File: config.mk
export PLATFORM = sky130hd
export DESIGN_NAME = sl_rx_fifo_ctrl
export DESIGN_NICKNAME = d
export VERILOG_FILES = /design/src/rtl/sl_pkg.sv /design/src/rtl/sl_sync_fifo.sv /design/src/rtl/sl_rx_fifo_ctrl.sv
export SDC_FILE = /design/constraint.sdc
export NUM_CORES = 1
export LEC_CHECK = 0
export CAP_MARGIN = 5
export CORE_ASPECT_RATIO = 0.5
export CORE_MARGIN = 3
export CORE_UTILIZATION = 45
export CTS_BUF_LIST = sky130_fd_sc_hd__clkbuf_16
export CTS_CLUSTER_DIAMETER = 200
export DETAILED_ROUTE_END_ITERATION = 16
export PLACE_DENSITY = 0.63
export SETUP_SLACK_MARGIN = 0.1
export SLEW_MARGIN = 20
export SYNTH_ARGS = -nofsm -noshare
export SYNTH_HDL_FRONTEND = slang
export SYNTH_HIERARCHICAL = 1
export SYNTH_SLANG_ARGS = --single-unit
File: constraint.sdc
create_clock -name clk -period 3.64 [get_ports clk]
set_input_delay 0.546 -clock clk [delete_from_list [all_inputs] [get_ports clk]]
set_output_delay 0.546 -clock clk [all_outputs]
set_load 0.03 [all_outputs]
File: src/rtl/sl_pkg.sv
// Shared constants for the SL receiver: FSM encoding, error-flag bit indices
// and line-symbol decode values.
package sl_pkg;

    // Receiver FSM encoding
    localparam logic [1:0] ST_IDLE     = 2'd0;
    localparam logic [1:0] ST_SAMPLE   = 2'd1;
    localparam logic [1:0] ST_WAIT_END = 2'd2;
    localparam logic [1:0] ST_FINISH   = 2'd3;

    // Bit positions inside rx_err
    localparam int unsigned ERR_LEN = 0;
    localparam int unsigned ERR_PAR = 1;
    localparam int unsigned ERR_LEV = 2;
    localparam int unsigned ERR_W   = 3;

    // Line symbols as {s1, s0}; the active line is pulled low
    localparam logic [1:0] SYM_ONE  = 2'b01;
    localparam logic [1:0] SYM_ZERO = 2'b10;
    localparam logic [1:0] SYM_STOP = 2'b00;
    localparam logic [1:0] SYM_IDLE = 2'b11;

endpackage

File: src/rtl/sl_sync_fifo.sv
// Generic single-clock FIFO with occupancy, full and empty. A write while full
// is accepted only when a read happens in the same cycle. Head data reads as
// zero while empty.
module sl_sync_fifo #(
    parameter int unsigned WIDTH = 8,
    parameter int unsigned DEPTH = 4
) (
    input  logic                     clk,
    input  logic                     rst_n,
    input  logic                     wr_en,
    input  logic [WIDTH-1:0]         wr_data,
    input  logic                     rd_en,
    output logic [WIDTH-1:0]         rd_data,
    output logic [$clog2(DEPTH):0]   level,
    output logic                     full,
    output logic                     empty
);

    localparam int unsigned AW = $clog2(DEPTH);

    logic [WIDTH-1:0] mem [DEPTH];
    logic [AW-1:0]    wr_ptr_q, rd_ptr_q;
    logic [AW:0]      cnt_q;
    logic             do_wr, do_rd;

    assign full    = (cnt_q == (AW+1)'(DEPTH));
    assign empty   = (cnt_q == '0);
    assign level   = cnt_q;
    assign do_rd   = rd_en && !empty;
    assign do_wr   = wr_en && (!full || do_rd);
    assign rd_data = empty ? '0 : mem[rd_ptr_q];

    // Pointer and occupancy update; pointers wrap naturally (power-of-two depth)
    always_ff @(posedge clk or negedge rst_n) begin
        if (!rst_n) begin
            wr_ptr_q <= '0;
            rd_ptr_q <= '0;
            cnt_q    <= '0;
        end else begin
            if (do_wr) wr_ptr_q <= wr_ptr_q + 1'b1;
            if (do_rd) rd_ptr_q <= rd_ptr_q + 1'b1;
            if (do_wr && !do_rd)      cnt_q <= cnt_q + 1'b1;
            else if (do_rd && !do_wr) cnt_q <= cnt_q - 1'b1;
        end
    end

    // Storage array, no reset needed since empty gates the head
    always_ff @(posedge clk) begin
        if (do_wr) mem[wr_ptr_q] <= wr_data;
    end

endmodule

File: src/rtl/sl_rx_fifo_ctrl.sv
// SL bus receiver: synchronises the two line inputs, decodes bits into words
// of configurable length with optional odd parity, and queues {err, data}
// into a receive FIFO. Optional inter-bit timeout: define SL_RX_TIMEOUT_EN.
module sl_rx_fifo_ctrl
    import sl_pkg::*;
#(
    parameter int unsigned MAX_WORD_LEN   = 32,
    parameter int unsigned STROBE_POS     = 8,
    parameter int unsigned IDLE_MIN       = 4,
    parameter int unsigned BIT_END        = 8,
    parameter int unsigned FIFO_DEPTH     = 4,
    parameter int unsigned TIMEOUT_CYCLES = 256
) (
    input  logic                          clk,
    input  logic                          rst_n,
    input  logic                          sl0_a,
    input  logic                          sl1_a,
    input  logic                          cfg_enable,
    input  logic [5:0]                    cfg_word_len,
    input  logic                          cfg_parity_en,
    output logic [MAX_WORD_LEN-1:0]       rx_data,
    output logic [2:0]                    rx_err,
    output logic                          rx_valid,
    input  logic                          rx_ready,
    output logic [$clog2(FIFO_DEPTH):0]   fifo_level,
    output logic                          busy,
    output logic                          overflow,
    input  logic                          clr_overflow
);

    localparam int unsigned BIT_W = $clog2(MAX_WORD_LEN + 3);
    localparam int unsigned CYC_W = $clog2(STROBE_POS + 1);
    localparam int unsigned IDL_W = $clog2(IDLE_MIN + 1);
    localparam int unsigned END_W = $clog2(BIT_END + 1);
    localparam int unsigned FW    = ERR_W + MAX_WORD_LEN;

    logic s0_m, s0, s1_m, s1, line_idle;
    logic [1:0]              state_q, state_d;
    logic [IDL_W-1:0]        idle_q, idle_d;
    logic [CYC_W-1:0]        cyc_q, cyc_d;
    logic [END_W-1:0]        end_q, end_d;
    logic [BIT_W-1:0]        bit_q, bit_d;
    logic [MAX_WORD_LEN-1:0] data_q, data_d;
    logic                    ones_q, ones_d, lev_q, lev_d, busy_q, busy_d;
    logic [5:0]              wlen_q, wlen_d;
    logic                    pen_q, pen_d;
    logic                    len_err, par_err;
    logic                    push, pop, fifo_full, fifo_empty, ovf_q;
    logic [ERR_W-1:0]        push_err;
    logic [MAX_WORD_LEN-1:0] push_data;
    logic [FW-1:0]           head;
`ifdef SL_RX_TIMEOUT_EN
    localparam int unsigned TO_W = $clog2(TIMEOUT_CYCLES + 1);
    logic [TO_W-1:0] to_q, to_d;
`endif

    // Two-flop synchronisers, idle-high reset value
    always_ff @(posedge clk or negedge rst_n) begin
        if (!rst_n) begin
            s0_m <= 1'b1; s0 <= 1'b1; s1_m <= 1'b1; s1 <= 1'b1;
        end else begin
            s0_m <= sl0_a; s0 <= s0_m; s1_m <= sl1_a; s1 <= s1_m;
        end
    end

    assign line_idle = ({s1, s0} == SYM_IDLE);

    // A level error outranks the length/parity checks of a truncated word
    assign len_err = !lev_q && (32'(bit_q) != 32'(wlen_q) + 32'(pen_q));
    assign par_err = pen_q && !lev_q && !len_err && !ones_q;

    // Next-state logic for the bit decoder FSM
    always_comb begin
        state_d = state_q; idle_d = idle_q; cyc_d = cyc_q; end_d = end_q;
        bit_d = bit_q; data_d = data_q; ones_d = ones_q; lev_d = lev_q;
        busy_d = busy_q; wlen_d = wlen_q; pen_d = pen_q;
        push = 1'b0; push_err = '0; push_data = '0;
`ifdef SL_RX_TIMEOUT_EN
        to_d = to_q;
`endif
        if (!cfg_enable) begin
            // Silent abort: nothing is pushed
            state_d = ST_IDLE; idle_d = '0; cyc_d = '0; end_d = '0;
            bit_d = '0; data_d = '0; ones_d = 1'b0; lev_d = 1'b0; busy_d = 1'b0;
        end else begin
            unique case (state_q)
                ST_IDLE: begin
                    if (line_idle) begin
                        if (idle_q != IDL_W'(IDLE_MIN)) idle_d = idle_q + 1'b1;
                    end else if (idle_q == IDL_W'(IDLE_MIN)) begin
                        state_d = ST_SAMPLE;
                        cyc_d   = CYC_W'(1);
                        idle_d  = '0;
                        if (!busy_q) begin
                            busy_d = 1'b1; wlen_d = cfg_word_len; pen_d = cfg_parity_en;
                            bit_d = '0; data_d = '0; ones_d = 1'b0; lev_d = 1'b0;
                        end
                    end else begin
                        idle_d = '0;
                    end
                end
                ST_SAMPLE: begin
                    if (cyc_q == CYC_W'(STROBE_POS)) begin
                        cyc_d   = '0;
                        end_d   = '0;
                        state_d = ST_WAIT_END;
                        case ({s1, s0})
                            SYM_ONE, SYM_ZERO: begin
                                // Only data bits are stored; the parity bit just feeds ones
                                if (s0 && (32'(bit_q) < 32'(wlen_q)))
                                    data_d = data_q | (MAX_WORD_LEN'(1) << bit_q);
                                if (s0) ones_d = !ones_q;
                                if (bit_q != BIT_W'(MAX_WORD_LEN + 2)) bit_d = bit_q + 1'b1;
                            end
                            SYM_STOP: state_d = ST_FINISH;
                            default:  lev_d = 1'b1;
                        endcase
                    end else begin
                        cyc_d = cyc_q + 1'b1;
                    end
                end
                ST_WAIT_END: begin
                    if (!line_idle) begin
                        end_d = '0;
                    end else if (end_q == END_W'(BIT_END - 1)) begin
                        end_d   = '0;
                        idle_d  = '0;
                        state_d = lev_q ? ST_FINISH : ST_IDLE;
                    end else begin
                        end_d = end_q + 1'b1;
                    end
                end
                ST_FINISH: begin
                    push = 1'b1;
                    push_err[ERR_LEN] = len_err;
                    push_err[ERR_PAR] = par_err;
                    push_err[ERR_LEV] = lev_q;
                    push_data = (len_err || par_err || lev_q) ? '0 : data_q;
                    bit_d = '0; data_d = '0; ones_d = 1'b0; lev_d = 1'b0;
                    busy_d = 1'b0; end_d = '0;
                    state_d = ST_WAIT_END;
                end
                default: state_d = ST_IDLE;
            endcase
`ifdef SL_RX_TIMEOUT_EN
            if (busy_q && (state_q == ST_IDLE || state_q == ST_WAIT_END)) begin
                if (to_q == TO_W'(TIMEOUT_CYCLES - 1)) begin
                    push = 1'b1; push_err = '0; push_err[ERR_LEN] = 1'b1; push_data = '0;
                    state_d = ST_IDLE; busy_d = 1'b0; idle_d = '0; end_d = '0;
                    bit_d = '0; data_d = '0; ones_d = 1'b0; lev_d = 1'b0; to_d = '0;
                end else begin
                    to_d = to_q + 1'b1;
                end
            end else begin
                to_d = '0;
            end
`endif
        end
    end

    // FSM and word-assembly state
    always_ff @(posedge clk or negedge rst_n) begin
        if (!rst_n) begin
            state_q <= ST_IDLE; idle_q <= '0; cyc_q <= '0; end_q <= '0;
            bit_q <= '0; data_q <= '0; ones_q <= 1'b0; lev_q <= 1'b0;
            busy_q <= 1'b0; wlen_q <= '0; pen_q <= 1'b0;
        end else begin
            state_q <= state_d; idle_q <= idle_d; cyc_q <= cyc_d; end_q <= end_d;
            bit_q <= bit_d; data_q <= data_d; ones_q <= ones_d; lev_q <= lev_d;
            busy_q <= busy_d; wlen_q <= wlen_d; pen_q <= pen_d;
        end
    end

`ifdef SL_RX_TIMEOUT_EN
    // Inter-bit timeout counter
    always_ff @(posedge clk or negedge rst_n) begin
        if (!rst_n) to_q <= '0;
        else        to_q <= to_d;
    end
`endif

    assign pop = rx_valid && rx_ready;

    // Sticky overflow; a new drop beats a simultaneous clear
    always_ff @(posedge clk or negedge rst_n) begin
        if (!rst_n) ovf_q <= 1'b0;
        else        ovf_q <= (ovf_q && !clr_overflow) || (push && fifo_full && !pop);
    end

    sl_sync_fifo #(
        .WIDTH (FW),
        .DEPTH (FIFO_DEPTH)
    ) u_fifo (
        .clk     (clk),
        .rst_n   (rst_n),
        .wr_en   (push),
        .wr_data ({push_err, push_data}),
        .rd_en   (pop),
        .rd_data (head),
        .level   (fifo_level),
        .full    (fifo_full),
        .empty   (fifo_empty)
    );

    assign rx_data  = head[MAX_WORD_LEN-1:0];
    assign rx_err   = head[FW-1:MAX_WORD_LEN];
    assign rx_valid = !fifo_empty;
    assign busy     = busy_q;
    assign overflow = ovf_q;

endmodule

# == Word level (Yosys, flattened, before mapping) ==
# Memories as Yosys holds them, arrays and structs flattened.
# Cells that the tools add are included.
# totals
reg_bits,73
latch_bits,0
mem_bits_rw,140
rom_bits,0
input_bits,14
wordCells,175
memories,1
# classes
n_addsub,9
n_mul,0
div_mod_pow,0
n_lt_le_gt_ge,1
eq_ne,30
shift,1
mux,69
n_bitwise,3
reduce_logical,42
# memory_table
name,depth,word_bits,rd,rd_ports_with_merged_regs,write_ports,line_no,text
u_fifo.mem,4,35,1,0,1,sl_sync_fifo.sv:21,logic [WIDTH-1:0] mem [DEPTH];
# ops
cell,n
$mux W32,10
$pmux W32 S3,1
$mux W6,7
$mux W35,1
$ne A3 B3 Y1 const B,11
$mux W4,8
$or A32 B32 Y32,1
$shl A1 B6 Y32 const A,1
$mux W3,9
$reduce_and A7 Y1,3
$mux W1,18
$pmux W6 S3,1
$mux W2,7
$logic_and A1 B1 Y1,13
$pmux W4 S3,1
$reduce_and A5 Y1,2
$logic_not A1 Y1,9
$ne A3 B1 Y1 const B,3
$add A4 B1 Y4 const B,2
$eq A2 B2 Y1 const B,4
$ne A4 B1 Y1 const B,2
$pmux W2 S4,1
$pmux W4 S2,1
$add A6 B1 Y7,1
27 further kinds,38

# == Logic depth before layout (Yosys ltp) ==
# logic_depth
ltp_word,11
mapped_depth,11
depth_no_buf,10

# == Modules after synthesis ==
# The synthesis kept the hierarchy.
# by_module_without_submodules
mod,instances,cells_per_inst,area_each_um2
sl_sync_fifo,1,258,5796.8
sl_rx_fifo_ctrl,1,430,3833.7

# == Worst setup path after synthesis ==
# No wires, ideal clock.
# synth_path
path_type,register to register
start,"register u_fifo.cnt_q[0], in the netlist u_fifo/level[0]"
end,"memory u_fifo/mem[0][0] (netlist bit), enable pin"
setup_ns,0.395
arrival_time_ns,2.388
required_time_ns,3.245
setup_slack_ns,0.857
path_stages_with_launch,7
n_path_buf,1
period_less_slack_ns,2.783
cell_sequence,dfrtp_1 nor3_1 clkbuf_1 nor2b_1 inv_1 a21boi_2 and2_1
# synth_via
elab_chain_len,8
elab_cells_between_ends,10
classes_between,1 x eq/ne; 2 x mux; 7 x reduce/logical
# synth_lines
item,line_no,text
start: declaration,sl_sync_fifo.sv:23,logic [AW:0] cnt_q;
start signal: assignment,sl_sync_fifo.sv:42,if (do_wr && !do_rd) cnt_q <= cnt_q + 1'b1;
start signal: assignment,sl_sync_fifo.sv:43,else if (do_rd && !do_wr) cnt_q <= cnt_q - 1'b1;
$logic_not A3 Y1,sl_sync_fifo.sv:27,assign empty = (cnt_q == '0);
net fifo_empty,sl_rx_fifo_ctrl.sv:48,"logic push, pop, fifo_full, fifo_empty, ovf_q;"
$logic_not A1 Y1,sl_rx_fifo_ctrl.sv:207,assign rx_valid = !fifo_empty;
$logic_and A1 B1 Y1,sl_rx_fifo_ctrl.sv:182,assign pop = rx_valid && rx_ready;
net pop,sl_rx_fifo_ctrl.sv:48,
$logic_and A1 B1 Y1,sl_sync_fifo.sv:29,assign do_rd = rd_en && !empty;
$logic_or A1 B1 Y1,sl_sync_fifo.sv:30,assign do_wr = wr_en && (!full || do_rd);
$logic_and A1 B1 Y1,sl_sync_fifo.sv:30,
net u_fifo.do_wr,sl_sync_fifo.sv:24,"logic do_wr, do_rd;"
$mux W1,sl_sync_fifo.sv:49,if (do_wr) mem[wr_ptr_q] <= wr_data;
$mux W1 (not written as such),sl_sync_fifo.sv:49,
end: declaration,sl_sync_fifo.sv:21,
# The timed path passes the listed nets, and every way through them passes these cells.

# == Worst setup path in the final report ==
# layout_path
start,register u_fifo.rd_ptr_q[0]
end,output port rx_data[5]
# layout_via
elab_chain_len,2
# layout_lines
item,line_no,text
start: declaration,sl_sync_fifo.sv:22,"logic [AW-1:0] wr_ptr_q, rd_ptr_q;"
start signal: assignment,sl_sync_fifo.sv:41,if (do_rd) rd_ptr_q <= rd_ptr_q + 1'b1;
$mem_v2 Z4 W35,n/a,
$mux W35,sl_sync_fifo.sv:31,assign rd_data = empty ? '0 : mem[rd_ptr_q];
end: declaration,sl_rx_fifo_ctrl.sv:21,"output logic [MAX_WORD_LEN-1:0] rx_data,"
# No other way between the ends.

==> impl_metrics.yaml <==
detailed_routing:
  drc: 0
  num_vias: 5550
  drtPass1Iterations: 4
  viasPerCell: 5.42
  ant_nets: 0
  totalWireLength_um: 18600
  wl_per_cell_um: 18.2
  drt_iter0_markers: 408
setup_path:
  path_max_fanout: 21
  critical_path_required_ns: 3.09
  arrival_ns: 2.60
  path_class: "reg2out"
  critPathLaunchType: "flip-flop"
  endpoint_kind: "primary output"
cts:
  clockBufferDepth: 3
  cts-resized-gates: 0
  cts_tree: "built"
  cts_setup_buffers: 0
  cts_inserted_buffers: 20
  htree_levels: 1
  path_clk_slew_ns: 0.06
  clk-insertion-delay-late_ns: 0.50
  numClockSinks: 213
  root_buffer: "clkbuf_16"
  postCtsHoldBufs: 0
yosys:
  synthCells: 688
  synth_top_family_by_area: "simple AND/OR/NAND/NOR gates"
  ys_dominant_reg_cell: "edfxtp_1"
  ys_ff_latch: 213
  synth-edff-count: 140
  yosys.area_share.simple_pct: 12.9
  synth.avg_cell_area_um2: 14.0
  yosysUniqueCellTypes: 64
  ys_async_sr_fraction_pct: 34.3
  syn_nets: 733
  ys_seq_area_share_pct: 62.7
  yosys-mux-area-fraction_pct: 9.03
  synth-xor-area-share_pct: 1.18
  yosys.area_share.adder_pct: 4.11
  yosysWarnings: 6
  synth_compound_area_share_pct: 6.47
  syn_area_mm2: 0.00963
pwr:
  p_total_mw: 7.47
  powerDensity_mw_per_mm2: 681
  p_leak_nw: 4.03
  vdd_ir_drop_max_v: 0.000318
finish:
  layout_commonest_cell: "edfxtp_1"
  n_fill_cell: 1725
  final_cell_mix: "edfxtp_1 (140), nand2_1 (70), dfrtp_1 (68)"
  diodes: 0
  area_growth_pct: 13.9
  layout-drive-gt1-share_pct: 12.8
  postLayoutCellArea_mm2: 0.0110
  nets: 782
  finish.utilization_pct: 52.8
sta:
  post-route-period-util_pct: 86.4
  fin_crit_ns: 3.15
  fin_setup_tns_ns: 0
  rsz0062_at_grt: "false"
  setup_viol: 0
  max_freq_mhz: 318
  slew_headroom_pct: 35.9
  tightest_slew_ns: 0.962
  drv_slew: 0
  hold_viol_final: 0
  finClkSkew_ns: 0.0129
  worst_slack_ns: 0.493
placement:
  post-dp-hpwl_um: 11800
  dp_slack_ns: 0.818
  placed_area_mm2: 0.0104
  gp_congestion: 0.784
  io_buffers: 54
global_route:
  grt-ovfl-total: 0
  grt_start_max_net_pins: 74
  first_global_vias: 5479
  grt_use_total_pct: 16.3
  antenna_found_initial: 0
  grt_pass1_wl_um: 29700
flow_run:
  cap_violations: 0
die:
  dieArea_mm2: 0.0233
  chipHeight_um: 109
  die_x_um: 213
  pin_count: 55
  num_rows: 37
  initial_core_util_pct: 46.3
  core-area_mm2: 0.0208
run_status:
  status: "complete, no violations"
worst_hold_path:
  hp-class: "in2async"
-- final timing paths --
check / slack (ns) / start / cells past startpoint / endpoint
worst max-delay path: 0.49 / u_fifo/rd_ptr_q[0]$_DFFE_PN0P_ / 4 / rx_data[5]
worst min-delay path: 0.19 / rst_n / 1 / end_q[3]$_DFFE_PN0P_
worst max register to register: 0.88 / bit_q[4]$_DFFE_PN0P_ / 5 / bit_q[5]$_DFFE_PN0P_
worst min register to register: 0.36 / s1_m$_DFF_PN1_ / 0 / s1$_DFF_PN1_
max in group asynchronous: 2.77 / rst_n / 1 / u_fifo/rd_ptr_q[0]$_DFFE_PN0P_
min in group clk: 0.36 / s1_m$_DFF_PN1_ / 0 / s1$_DFF_PN1_
-- final cells by class --
type | count | area, um^2 | area share (%)
flip-flops and latches | 213 | 6040 | 55.0
multi-input cells | 406 | 3250 | 29.6
repair buffers | 68 | 643 | 5.86
clock buffers | 20 | 500 | 4.56
well taps | 273 | 342 | 3.11
inverters | 28 | 105 | 0.958
clock inverters | 16 | 92.6 | 0.844
-- cells in the mapped netlist, drive strengths merged (2+ instances only) --
cell | n | area (um^2)
edfxtp | 140 | 4200
nand2 | 70 | 263
dfrtp | 69 | 1730
o21ai | 48 | 240
nor2b | 43 | 299
mux4 | 35 | 815
and3 | 33 | 210
ha | 30 | 375
inv | 28 | 105
nand3 | 22 | 110
clkbuf | 21 | 81.3
buf | 20 | 168
o31ai | 12 | 90.1
nand2b | 11 | 68.8
nor2 | 11 | 41.3
a21oi | 10 | 50.1
xnor2 | 9 | 78.8
and2 | 6 | 37.5
nand4 | 6 | 37.5
nor3 | 5 | 25.0
and3b | 4 | 35.0
dfstp | 4 | 105
mux2 | 4 | 45.0
or3 | 4 | 26.3
xor2 | 4 | 35.0
a21boi | 3 | 26.3
a21o | 3 | 22.5
o22ai | 3 | 18.8
a211oi | 2 | 15.0
o2111ai | 2 | 17.5
o211ai | 2 | 15.0
o41ai | 2 | 17.5
-- layer usage --
| layer | wire, um | vias to the layer above | track usage [%] | share of wire (%) |
|---|---|---|---|---|
| li1 | - | 2637 | - | - |
| met1 | 9290 | 2785 | 24.6 | 50 |
| met2 | 8340 | 104 | 25.3 | 45 |
| met3 | 736 | 24 | 2.57 | 3.9 |
| met4 | 276 | 0 | 3.03 | 1.5 |
| met5 | 0 | - | 0 | 0 |
-- worst max-delay path: stages (launching register included) --
cell and delay, ns:
dfrtp_2 0.35, buf_4 0.37, mux4_1 0.61, nor2b_1 0.15, clkdlybuf4s50_1 0.61
-- flip-flops by register name, indices dropped and copies added, names as in the netlist, 2 cells and up --
| register | flops |
|---|---|
| u_fifo/mem | 140 |
| data_q | 32 |
| bit_q | 6 |
| wlen_q | 6 |
| cyc_q | 4 |
| end_q | 4 |
| idle_q | 3 |
| u_fifo/level | 3 |
| state_q | 2 |
| u_fifo/rd_ptr_q | 2 |
| u_fifo/wr_ptr_q | 2 |
-- metrics by stage --
step	hold slack [ns]	cells
6_report	0.192	1024
5_1_grt	0.271	1024
4_1_cts	0.233	1024
3_5_place_dp	0.351	988
3_3_place_gp	0.346	988
2_1_floorplan	0.250	688
-- cells by family (layout without fill, tap and decap cells) --
kind of cell | after synthesis | count (layout)
and+or+nand+nor | 223 | 223
muxes | 40 | 40
buffers and inverters | 69 | 132
adders and majority gates | 31 | 31
xor gates and xnor gates | 13 | 13
AOI/OAI and AO/OA | 99 | 99
DFF | 213 | 213
-- report_power, final --
part,switching (mW),leakage (nW),internal (mW)
clock network,0.877,0.297,1.01
logic,1.57,1.64,1.22
registers,0.116,2.09,2.69
total,2.56,4.03,4.91
No activity file was read; power rests on OpenSTA's default activity.
